`src/rtl/mc_pkg.sv`:
```
// Shared encodings for the multicycle sequencer: FSM states, opcodes,
// ALU operations and datapath mux selects.
package mc_pkg;

    typedef enum logic [3:0] {
        FETCH, DECODE, EXEC_R, EXEC_I, ALU_WB, MEM_ADR, MEM_RD, MEM_WB,
        MEM_WR, BRANCH, JAL, JALR, LUI, AUIPC, HALT
    } state_e;

    localparam logic [6:0] OP_R      = 7'b0110011;
    localparam logic [6:0] OP_IMM    = 7'b0010011;
    localparam logic [6:0] OP_LOAD   = 7'b0000011;
    localparam logic [6:0] OP_STORE  = 7'b0100011;
    localparam logic [6:0] OP_BRANCH = 7'b1100011;
    localparam logic [6:0] OP_JAL    = 7'b1101111;
    localparam logic [6:0] OP_JALR   = 7'b1100111;
    localparam logic [6:0] OP_LUI    = 7'b0110111;
    localparam logic [6:0] OP_AUIPC  = 7'b0010111;

    // ALU_R / ALU_I tell the datapath to decode the operation from funct3/funct7.
    localparam logic [3:0] ALU_ADD = 4'd0;
    localparam logic [3:0] ALU_SUB = 4'd1;
    localparam logic [3:0] ALU_R   = 4'd2;
    localparam logic [3:0] ALU_I   = 4'd3;

    localparam logic [1:0] SRC_A_PC     = 2'b00;
    localparam logic [1:0] SRC_A_OLD_PC = 2'b01;
    localparam logic [1:0] SRC_A_RS1    = 2'b10;
    localparam logic [1:0] SRC_A_ZERO   = 2'b11;

    localparam logic [1:0] SRC_B_RS2  = 2'b00;
    localparam logic [1:0] SRC_B_IMM  = 2'b01;
    localparam logic [1:0] SRC_B_FOUR = 2'b10;

    localparam logic [1:0] RES_ALU_REG = 2'b00;
    localparam logic [1:0] RES_MEM     = 2'b01;
    localparam logic [1:0] RES_ALU_OUT = 2'b10;

    localparam logic [2:0] IMM_I = 3'd0;
    localparam logic [2:0] IMM_S = 3'd1;
    localparam logic [2:0] IMM_B = 3'd2;
    localparam logic [2:0] IMM_U = 3'd3;
    localparam logic [2:0] IMM_J = 3'd4;

    localparam logic [2:0] F3_BEQ  = 3'b000;
    localparam logic [2:0] F3_BNE  = 3'b001;
    localparam logic [2:0] F3_BLT  = 3'b100;
    localparam logic [2:0] F3_BGE  = 3'b101;
    localparam logic [2:0] F3_BLTU = 3'b110;
    localparam logic [2:0] F3_BGEU = 3'b111;

endpackage

```
`src/rtl/branch_eval.sv`:
```
// Branch condition from funct3 and the flags of rs1-rs2; carry=1 means no borrow.
module branch_eval
    import mc_pkg::*;
(
    input  logic [2:0] funct3_i,
    input  logic       zero_i,
    input  logic       carry_i,
    input  logic       sign_i,
    input  logic       overflow_i,
    output logic       taken_o,
    output logic       illegal_o
);

    always_comb begin
        taken_o   = 1'b0;
        illegal_o = 1'b0;
        case (funct3_i)
            F3_BEQ:  taken_o = zero_i;
            F3_BNE:  taken_o = !zero_i;
            F3_BLT:  taken_o = sign_i ^ overflow_i;
            F3_BGE:  taken_o = !(sign_i ^ overflow_i);
            F3_BLTU: taken_o = !carry_i;
            F3_BGEU: taken_o = carry_i;
            default: illegal_o = 1'b1;
        endcase
    end

endmodule

```
`src/rtl/multicycle_sequencer.sv`:
```
// Multicycle control sequencer: owns pc/old_pc/instr/retired and steers an external
// datapath whose result bus is the result_src-selected value.
module multicycle_sequencer
    import mc_pkg::*;
#(
    parameter int unsigned     XLEN            = 32,
    parameter logic [XLEN-1:0] RESET_VECTOR    = 32'h1000,
    parameter bit              HALT_ON_ILLEGAL = 1'b1
) (
    input  logic            clk,
    input  logic            reset,
    output logic            mem_req,
    output logic            mem_we,
    output logic [XLEN-1:0] mem_addr,
    input  logic            mem_ready,
    input  logic [31:0]     mem_rdata,
    input  logic [XLEN-1:0] result,
    input  logic            alu_zero,
    input  logic            alu_carry,
    input  logic            alu_sign,
    input  logic            alu_overflow,
    output logic [XLEN-1:0] pc,
    output logic [XLEN-1:0] old_pc,
    output logic [31:0]     instr,
    output logic [XLEN-1:0] retired,
    output logic [1:0]      alu_src_a,
    output logic [1:0]      alu_src_b,
    output logic [1:0]      result_src,
    output logic [2:0]      imm_src,
    output logic [3:0]      alu_op,
    output logic            reg_write,
    output logic            halted,
    output logic            illegal
);

    state_e          state_q, state_d;
    logic [XLEN-1:0] pc_q, pc_d, old_pc_q, old_pc_d, retired_q, retired_d;
    logic [31:0]     instr_q, instr_d;
    logic [6:0]      opcode;
    logic            retire, br_taken, br_illegal;

    assign opcode = instr_q[6:0];

    branch_eval u_branch_eval (
        .funct3_i   (instr_q[14:12]),
        .zero_i     (alu_zero),
        .carry_i    (alu_carry),
        .sign_i     (alu_sign),
        .overflow_i (alu_overflow),
        .taken_o    (br_taken),
        .illegal_o  (br_illegal)
    );

    // NOTE: sequential state uses <= so every register samples pre-edge values.
    always_ff @(posedge clk) begin
        if (reset) begin
            state_q   <= FETCH;
            pc_q      <= RESET_VECTOR;
            old_pc_q  <= '0;
            instr_q   <= '0;
            retired_q <= '0;
        end else begin
            state_q   <= state_d;
            pc_q      <= pc_d;
            old_pc_q  <= old_pc_d;
            instr_q   <= instr_d;
            retired_q <= retired_d;
        end
    end

    always_comb begin
        // NOTE: every output gets a default first, so no path can infer a latch.
        state_d    = state_q;
        pc_d       = pc_q;
        old_pc_d   = old_pc_q;
        instr_d    = instr_q;
        retire     = 1'b0;
        mem_req    = 1'b0;
        mem_we     = 1'b0;
        mem_addr   = '0;
        alu_src_a  = SRC_A_PC;
        alu_src_b  = SRC_B_RS2;
        result_src = RES_ALU_REG;
        imm_src    = IMM_I;
        alu_op     = ALU_ADD;
        reg_write  = 1'b0;
        halted     = 1'b0;
        illegal    = 1'b0;

        // Strobes stay quiet while reset is held, abandoning any pending access.
        if (!reset) begin
            case (state_q)
                FETCH: begin
                    mem_req  = 1'b1;
                    mem_addr = pc_q;
                    if (mem_ready) begin
                        instr_d  = mem_rdata;
                        old_pc_d = pc_q;
                        pc_d     = pc_q + XLEN'(4);
                        state_d  = DECODE;
                    end
                end
                DECODE: begin
                    alu_src_a = SRC_A_OLD_PC;
                    alu_src_b = SRC_B_IMM;
                    imm_src   = IMM_B;
                    case (opcode)
                        OP_R:               state_d = EXEC_R;
                        OP_IMM:             state_d = EXEC_I;
                        OP_LOAD, OP_STORE:  state_d = MEM_ADR;
                        OP_BRANCH:          state_d = BRANCH;
                        OP_JAL:             state_d = JAL;
                        OP_JALR:            state_d = JALR;
                        OP_LUI:             state_d = LUI;
                        OP_AUIPC:           state_d = AUIPC;
                        default: begin
                            illegal = 1'b1;
                            if (HALT_ON_ILLEGAL) begin
                                state_d = HALT;
                            end else begin
                                retire  = 1'b1;
                                state_d = FETCH;
                            end
                        end
                    endcase
                end
                EXEC_R: begin
                    alu_src_a = SRC_A_RS1;
                    alu_src_b = SRC_B_RS2;
                    alu_op    = ALU_R;
                    state_d   = ALU_WB;
                end
                EXEC_I: begin
                    alu_src_a = SRC_A_RS1;
                    alu_src_b = SRC_B_IMM;
                    imm_src   = IMM_I;
                    alu_op    = ALU_I;
                    state_d   = ALU_WB;
                end
                LUI: begin
                    alu_src_a = SRC_A_ZERO;
                    alu_src_b = SRC_B_IMM;
                    imm_src   = IMM_U;
                    state_d   = ALU_WB;
                end
                AUIPC: begin
                    alu_src_a = SRC_A_OLD_PC;
                    alu_src_b = SRC_B_IMM;
                    imm_src   = IMM_U;
                    state_d   = ALU_WB;
                end
                ALU_WB: begin
                    reg_write = 1'b1;
                    retire    = 1'b1;
                    state_d   = FETCH;
                    // Jumps link old_pc+4, computed fresh since alu_reg holds the target.
                    if (opcode == OP_JAL || opcode == OP_JALR) begin
                        alu_src_a  = SRC_A_OLD_PC;
                        alu_src_b  = SRC_B_FOUR;
                        result_src = RES_ALU_OUT;
                    end
                end
                MEM_ADR: begin
                    alu_src_a = SRC_A_RS1;
                    alu_src_b = SRC_B_IMM;
                    imm_src   = (opcode == OP_STORE) ? IMM_S : IMM_I;
                    state_d   = (opcode == OP_STORE) ? MEM_WR : MEM_RD;
                end
                MEM_RD: begin
                    mem_req  = 1'b1;
                    mem_addr = result;
                    if (mem_ready) state_d = MEM_WB;
                end
                MEM_WB: begin
                    reg_write  = 1'b1;
                    result_src = RES_MEM;
                    retire     = 1'b1;
                    state_d    = FETCH;
                end
                MEM_WR: begin
                    mem_req  = 1'b1;
                    mem_we   = 1'b1;
                    mem_addr = result;
                    if (mem_ready) begin
                        retire  = 1'b1;
                        state_d = FETCH;
                    end
                end
                BRANCH: begin
                    alu_src_a = SRC_A_RS1;
                    alu_src_b = SRC_B_RS2;
                    alu_op    = ALU_SUB;
                    if (br_illegal) begin
                        illegal = 1'b1;
                        if (HALT_ON_ILLEGAL) begin
                            state_d = HALT;
                        end else begin
                            retire  = 1'b1;
                            state_d = FETCH;
                        end
                    end else begin
                        if (br_taken) pc_d = result;
                        retire  = 1'b1;
                        state_d = FETCH;
                    end
                end
                JAL: begin
                    alu_src_a  = SRC_A_OLD_PC;
                    alu_src_b  = SRC_B_IMM;
                    imm_src    = IMM_J;
                    result_src = RES_ALU_OUT;
                    pc_d       = result;
                    state_d    = ALU_WB;
                end
                JALR: begin
                    alu_src_a  = SRC_A_RS1;
                    alu_src_b  = SRC_B_IMM;
                    imm_src    = IMM_I;
                    result_src = RES_ALU_OUT;
                    pc_d       = {result[XLEN-1:1], 1'b0};
                    state_d    = ALU_WB;
                end
                HALT: begin
                    halted = 1'b1;
                end
                default: state_d = FETCH;
            endcase
        end

        retired_d = retire ? retired_q + XLEN'(1) : retired_q;
    end

    assign pc      = pc_q;
    assign old_pc  = old_pc_q;
    assign instr   = instr_q;
    assign retired = retired_q;

endmodule

```
`config.mk`:
```
export PLATFORM = sky130hd
export DESIGN_NAME = multicycle_sequencer
export DESIGN_NICKNAME = d
export VERILOG_FILES = /design/src/rtl/mc_pkg.sv /design/src/rtl/branch_eval.sv /design/src/rtl/multicycle_sequencer.sv
export SDC_FILE = /design/constraint.sdc
export NUM_CORES = 1
export LEC_CHECK = 0
export BUFFER_PORTS_ARGS = -buffer_cell sky130_fd_sc_hd__buf_2
export CAP_MARGIN = 0
export CORE_MARGIN = 1.5
export CORE_UTILIZATION = 50
export DETAILED_ROUTE_END_ITERATION = 10
export PLACE_DENSITY = 0.89
export SKIP_LAST_GASP = 1
export SYNTH_ARGS = -nofsm -noshare
export SYNTH_HDL_FRONTEND = slang
export SYNTH_SLANG_ARGS = --single-unit
```
`constraint.sdc`:
```
create_clock -name clk -period 2.8 [get_ports clk]
set_input_delay 0.56 -clock clk [delete_from_list [all_inputs] [get_ports clk]]
set_output_delay 0.56 -clock clk [all_outputs]
set_load 0.01 [all_outputs]
```
After elaboration in Yosys (flattened, before gate mapping)
Index checks and enable logic that the tools add are counted.

storage, ports and cells
  output and inout port bits = 178
  bits in registers = 132
  word-level logic and storage cells = 107
  input bits = 71
  bits in writable memories = 0
  memory bits (read-only) = 0
  bits in latches = 0
  memories = 0

cells by class
  bitwise logic cells = 2
  $add $sub $neg = 2
  reductions and logical operators = 22
  magnitude comparators = 0
  div/mod/pow operators = 0
  $mul = 0
  shift operators = 0
  equal/unequal tests = 33
  mux-type cells = 43

operator list
  cell                                           number
  two-way mux 32 bit                             4
  case mux 32 bit (4 select lines)               1
  case mux 32 bit (2 select lines)               1
  case mux 4 bit (8 select lines)                2
  adder 32 x 1 -> 32 bit, second input constant  1
  adder 32 x 3 -> 32 bit, second input constant  1
  == test 4 bit, second input constant           7
  == test 7 x 6 -> 1 bit, second input constant  3
  == test 7 bit, second input constant           3
  two-way mux 4 bit                              5
  == test 4 x 3 -> 1 bit, second input constant  4
  two-way mux 1 bit                              16
  == test 7 x 5 -> 1 bit, second input constant  2
  == test 3 bit, second input constant           4
  case mux 2 bit (3 select lines)                2
  case mux 3 bit (4 select lines)                1
  OR reduction 6 bit                             2
  two-way mux 2 bit                              5
  != test 2 bit, second input constant           5
  OR reduction 2 bit                             5
  OR reduction 9 bit                             1
  == test 4 x 2 -> 1 bit, second input constant  2
  case mux 2 bit (4 select lines)                1
  AND reduction 4 bit                            2
  19 further kinds                               22

Depth between registers and ports, before layout
  word-level depth = 6
  depth in mapped cells = 8

Cells and area by module
From an unflattened synthesis, not the netlist that was laid out.

second synthesis, totals
  cells, all modules = 928
  area, all modules = 6880.3 sq um

by module, submodules not included
  module                area each (sq um)  instances  cells an instance
  multicycle_sequencer  6806.5             1          917
  branch_eval           73.8               1          11

Least setup slack after synthesis
Ideal clock, no wire load.

  path kind = register to output
  start = register state_q[1]
  end = output port mem_addr[22]
  slack = 0.433 ns
  cell stages (with the launch flop) = 9
  data required time = 2.240 ns
  arrival = 1.807 ns
  path through = dfxtp_1 -> buf_6 -> clkbuf_1 -> nor2b_1 -> nand2_1 -> a21oi_1 -> clkbuf_1 -> a22oi_1 -> nor2_1

between the ends
  word-level cells in the longest chain between the ends = 4

ends and longest elaborated chain
  what                                                     RTL line                    source
  start, declared                                          multicycle_sequencer.sv:36  state_e state_q, state_d;
  start signal, assigned                                   multicycle_sequencer.sv:63  state_q <= state_d;
  == test 4 bit or == test 4 x 3 -> 1 bit (tied branches)  multicycle_sequencer.sv:92  case (state_q)
  OR reduction 2 bit (no line)                             n/a
  case mux 32 bit (2 select lines) (*)                     multicycle_sequencer.sv:92
  two-way mux 32 bit (*)                                   multicycle_sequencer.sv:91  if (!reset) begin
  end, declared                                            multicycle_sequencer.sv:14  output logic [XLEN-1:0] mem_addr,

Every way passes the cells marked *; elsewhere a longest branch is shown, timed or not.

Final worst setup path
  start = register instr_q[6] (netlist: instr[6])
  end = output port alu_src_a[0]

between the ends
  word-level cells in the longest chain between the ends = 5

ends and longest elaborated chain
  what                                 RTL line                     source
  start, declared                      multicycle_sequencer.sv:38   logic [31:0] instr_q, instr_d;
  start signal, assigned               multicycle_sequencer.sv:66   instr_q <= instr_d;
  == test 7 bit                        multicycle_sequencer.sv:157  if (opcode == OP_JAL || opcode == OP_JALR) begin
  logical OR 1 bit (*)                 multicycle_sequencer.sv:157
  two-way mux 1 bit (*)                multicycle_sequencer.sv:157
  case mux 2 bit (4 select lines) (*)  multicycle_sequencer.sv:92
  two-way mux 2 bit (*)                multicycle_sequencer.sv:91
  end, declared                        multicycle_sequencer.sv:26   output logic [1:0] alu_src_a,

Marks and branches as above.

==> impl_metrics.prom <==
# TYPE chip_impl_metric gauge
chip_impl_metric{name="grt_antenna_before_repair",unit=""} 0
chip_impl_metric{name="ys.warnings.count",unit=""} 0
chip_impl_info{name="layout_commonest_cell",value="sky130_fd_sc_hd__buf_2"} 1
chip_impl_metric{name="pin_count_of_the_biggest_net_entering_global_routing",unit=""} 64
chip_impl_info{name="run_status",value="finished, final reports clean"} 1
chip_impl_metric{name="mappedNetlistArea",unit="mm²"} 0.00702
chip_impl_metric{name="detailed_place_hpwl",unit="µm"} 15400
chip_impl_info{name="synth.top_cells.by_area",value="sky130_fd_sc_hd__dfxtp_1 38%, sky130_fd_sc_hd__nand2_1 9.6%, sky130_fd_sc_hd__a21oi_1 8.9%, sky130_fd_sc_hd__nor2_1 3.7%, sky130_fd_sc_hd__a22oi_1 3.6%"} 1
chip_impl_metric{name="vias",unit=""} 8032
chip_impl_metric{name="layout-drive-gt1-share",unit="%"} 28.1
chip_impl_metric{name="antenna_cells_inserted",unit=""} 0
chip_impl_metric{name="stdcell_count",unit=""} 1359
chip_impl_metric{name="finalInstanceArea",unit="mm²"} 0.00911
chip_impl_metric{name="io_pins",unit=""} 249
chip_impl_metric{name="floorplan.die_area",unit="mm²"} 0.0148
chip_impl_info{name="most_used_dff_post_synth",value="sky130_fd_sc_hd__dfxtp_1"} 1
chip_impl_metric{name="syn-mean-instance-area",unit="µm²"} 7.45
chip_impl_metric{name="maximum_net_fanout_on_the_critical_path",unit=""} 10
chip_impl_info{name="path_class",value="reg -> out"} 1
chip_impl_metric{name="synth_largest_type_area_fraction",unit="%"} 37.7
chip_impl_metric{name="post_cts_hold_buffer_count",unit=""} 0
chip_impl_metric{name="clock_tree.htree_level_count",unit=""} 4
chip_impl_metric{name="grtUsageTotal",unit="%"} 29.6
chip_impl_metric{name="cts.path.max_buffers",unit=""} 2
chip_impl_metric{name="worst_endpoint_data_arrival_time",unit="ns"} 2.13
chip_impl_metric{name="vdd_drop_max",unit="mV"} 0.405
chip_impl_metric{name="drc",unit=""} 0
chip_impl_metric{name="dpl.cell_count",unit=""} 1327
chip_impl_metric{name="flow.area_growth_from_synthesis",unit="%"} 29.9
chip_impl_metric{name="gr-total-overflow",unit=""} 0
chip_impl_metric{name="maxSlewViolCount",unit=""} 0
chip_impl_info{name="hold_path_class",value="in -> reg"} 1
chip_impl_metric{name="drt_iter0_drc",unit=""} 805
chip_impl_metric{name="chipWidth",unit="µm"} 121
chip_impl_info{name="worst_setup_ep_type",value="output port"} 1
chip_impl_info{name="synth.largest_area_cell",value="sky130_fd_sc_hd__dfxtp_1"} 1
chip_impl_metric{name="tightest_slew",unit="ns"} 0.714
chip_impl_metric{name="wl_per_cell",unit="µm"} 16.3
chip_impl_info{name="grt_setup_unrepaired",value="false"} 1
chip_impl_metric{name="synth_cell_types",unit=""} 68
chip_impl_metric{name="coreArea",unit="mm²"} 0.0138
chip_impl_metric{name="setup-violations-final",unit=""} 0
chip_impl_metric{name="drtPass1Iterations",unit=""} 5
chip_impl_metric{name="insertion_delay",unit="ns"} 0.42
chip_impl_metric{name="initial_utilization",unit="%"} 51.0
chip_impl_metric{name="max_capacitance_violation_total",unit=""} 0
chip_impl_metric{name="worst_slew_margin_rel",unit="%"} 52.1
chip_impl_metric{name="placement_rows",unit=""} 43
chip_impl_metric{name="postCtsSetupBuffers",unit=""} 0
chip_impl_metric{name="setup_ws",unit="ns"} 0.108
chip_impl_metric{name="layout_worst_path_cycle_share",unit="%"} 96.2
chip_impl_metric{name="yosysSeqAreaShare",unit="%"} 37.7
chip_impl_metric{name="area_used_by_multi_input_combinational_logic",unit="mm²"} 0.00405
chip_impl_metric{name="die_height",unit="µm"} 121
chip_impl_info{name="setup.worst_path.start_class",value="flip-flop"} 1
chip_impl_metric{name="routed_wl",unit="µm"} 22200
chip_impl_metric{name="final-seq-area",unit="mm²"} 0.00264
chip_impl_metric{name="clock_sinks",unit=""} 132
chip_impl_metric{name="async_reset_ff_share",unit="%"} 0
chip_impl_metric{name="finClkSkew",unit="ns"} 0.00892
chip_impl_metric{name="postCtsResizedCells",unit=""} 0
chip_impl_metric{name="synthCells",unit=""} 942
chip_impl_metric{name="setup-tns-final",unit="ns"} 0
chip_impl_metric{name="flops_latches_synth",unit=""} 132
chip_impl_metric{name="min_period",unit="ns"} 2.69
chip_impl_info{name="final_cell_mix",value="245 x sky130_fd_sc_hd__buf_2, 178 x sky130_fd_sc_hd__nand2_1, 132 x sky130_fd_sc_hd__dfxtp_1"} 1
chip_impl_metric{name="clock.fmax",unit="GHz"} 0.371
chip_impl_metric{name="dpl-instance-area",unit="mm²"} 0.00856
chip_impl_metric{name="grt_pass1_vias",unit=""} 7114
chip_impl_metric{name="cp.required",unit="ns"} 2.24
chip_impl_metric{name="synth_enable_flop_cells",unit=""} 0
chip_impl_metric{name="numCtsBuffers",unit=""} 17
chip_impl_metric{name="hold_viol",unit=""} 0
chip_impl_metric{name="static_power_due_to_leakage",unit="nW"} 3.74
chip_impl_metric{name="final_antenna_net_count",unit=""} 0
chip_impl_metric{name="port-buffer-count",unit=""} 246
chip_impl_metric{name="place_ws",unit="ns"} 0.384
chip_impl_metric{name="gp_routability_congestion",unit=""} 0.928
chip_impl_metric{name="count_of_nets_after_finishing",unit=""} 1239
chip_impl_info{name="tritoncts",value="yes"} 1
chip_impl_metric{name="fillerInstances",unit=""} 1241
chip_impl_metric{name="post_drt_via_cell_ratio",unit=""} 5.91
chip_impl_info{name="clk_root_buffer_cell",value="sky130_fd_sc_hd__clkbuf_16"} 1
chip_impl_metric{name="worst_setup_hold_path_clk_slew",unit="ns"} 0.06
chip_impl_metric{name="grt_first_pass_wirelength",unit="µm"} 35200
chip_impl_metric{name="power.density",unit="mW/mm²"} 539
[path summary, 6_finish.rpt]
| path | cells after the start | endpoint | slack [ns] | startpoint |
|---|---|---|---|---|
| min | 3 | instr[5] | 0.37 | mem_rdata[5] |
| min reg2reg | 2 | instr[26] | 0.45 | instr[26] |
| max | 6 | alu_src_a[0] | 0.11 | instr[6] |
| max reg2reg | 5 | pc[17] | 0.36 | pc[5] |
[synth_stat cells, types with 3 or more instances]
| library cell | number |
|---|---|
| sky130_fd_sc_hd__a211oi_1 | 10 |
| sky130_fd_sc_hd__a21o_1 | 10 |
| sky130_fd_sc_hd__a21oi_1 | 125 |
| sky130_fd_sc_hd__a22oi_1 | 34 |
| sky130_fd_sc_hd__a31oi_1 | 7 |
| sky130_fd_sc_hd__and2_1 | 6 |
| sky130_fd_sc_hd__and3_1 | 9 |
| sky130_fd_sc_hd__and4_1 | 3 |
| sky130_fd_sc_hd__buf_1 | 8 |
| sky130_fd_sc_hd__buf_2 | 7 |
| sky130_fd_sc_hd__clkbuf_1 | 59 |
| sky130_fd_sc_hd__dfxtp_1 | 132 |
| sky130_fd_sc_hd__inv_1 | 10 |
| sky130_fd_sc_hd__nand2_1 | 179 |
| sky130_fd_sc_hd__nand2b_1 | 13 |
| sky130_fd_sc_hd__nand3_1 | 21 |
| sky130_fd_sc_hd__nand3b_1 | 4 |
| sky130_fd_sc_hd__nand4_1 | 15 |
| sky130_fd_sc_hd__nand4b_1 | 5 |
| sky130_fd_sc_hd__nor2_1 | 70 |
| sky130_fd_sc_hd__nor2b_1 | 9 |
| sky130_fd_sc_hd__nor3_1 | 20 |
| sky130_fd_sc_hd__nor4_1 | 10 |
| sky130_fd_sc_hd__nor4b_1 | 3 |
| sky130_fd_sc_hd__o211ai_1 | 6 |
| sky130_fd_sc_hd__o21a_1 | 8 |
| sky130_fd_sc_hd__o21ai_0 | 40 |
| sky130_fd_sc_hd__o31a_1 | 5 |
| sky130_fd_sc_hd__o31ai_1 | 16 |
| sky130_fd_sc_hd__o32ai_1 | 8 |
| sky130_fd_sc_hd__or3_1 | 16 |
| sky130_fd_sc_hd__or4_1 | 16 |
| sky130_fd_sc_hd__or4b_2 | 4 |
| sky130_fd_sc_hd__xnor2_1 | 3 |
| sky130_fd_sc_hd__xor2_1 | 7 |
[per-stage QoR]
step / hold WS, ns / utilization, % / total power, W
3_3_place_gp: 0.438 / 62.1 / 0.00284
5_1_grt: 0.367 / 66.2 / 0.00511
2_1_floorplan: 0.481 / - / 0.00251
6_report: 0.373 / 66.2 / 0.00492
4_1_cts: 0.356 / 66.2 / 0.00493
3_5_place_dp: 0.443 / 62.1 / 0.00285
[where the power goes]
| group | total (W) | switching, W | internal, W |
|---|---|---|---|
| Combinational | 0.000825 | 0.000515 | 0.000310 |
| Sequential | 0.00200 | 0.0000561 | 0.00194 |
| Clock | 0.00209 | 0.000808 | 0.00128 |
[layer usage]
metal	GRT usage [%]	wire length, µm
met1	37.2	9120
met2	49.4	10700
met3	6.53	1840
met4	11.0	559
met5	0	0
[cell type report]
class,instances,share of cell area [%]
inverters,10,0.412
well taps,180,2.47
clock buffers,23,5.24
flip-flops and latches,132,29.0
repair buffers,282,17.6
clock inverters,9,0.865
multi-input cells,723,44.4
[flip-flops by register name (all words and copies together), names as in the netlist]
name     flops
instr       32
old_pc      32
pc          32
retired     32
state_q      4
[worst max-delay path, stage by stage, from the launching register on]
cell and delay, ns:
sky130_fd_sc_hd__dfxtp_1 0.48, sky130_fd_sc_hd__nand4b_1 0.19, sky130_fd_sc_hd__nor3_1 0.39, sky130_fd_sc_hd__o21ai_0 0.14, sky130_fd_sc_hd__a21o_1 0.20, sky130_fd_sc_hd__a21oi_1 0.14, sky130_fd_sc_hd__buf_2 0.17
[cell families (layout without fill, tap and decap cells)]
kind of cell               count (synthesis)  after routing  share of synthesized area (%)
and+or+nand+nor                          414            414                           28.7
AOI/OAI and AO/OA                        291            291                           26.1
DFF                                      132            132                           37.7
buffers and inverters                     88            324                           5.15
xor gates and xnor gates                  11             11                           1.57
muxes                                      3              3                          0.446
adders and majority gates                  2              2                          0.357
other                                      1              2                         0.0534
Power figures use the tool's default switching activity.
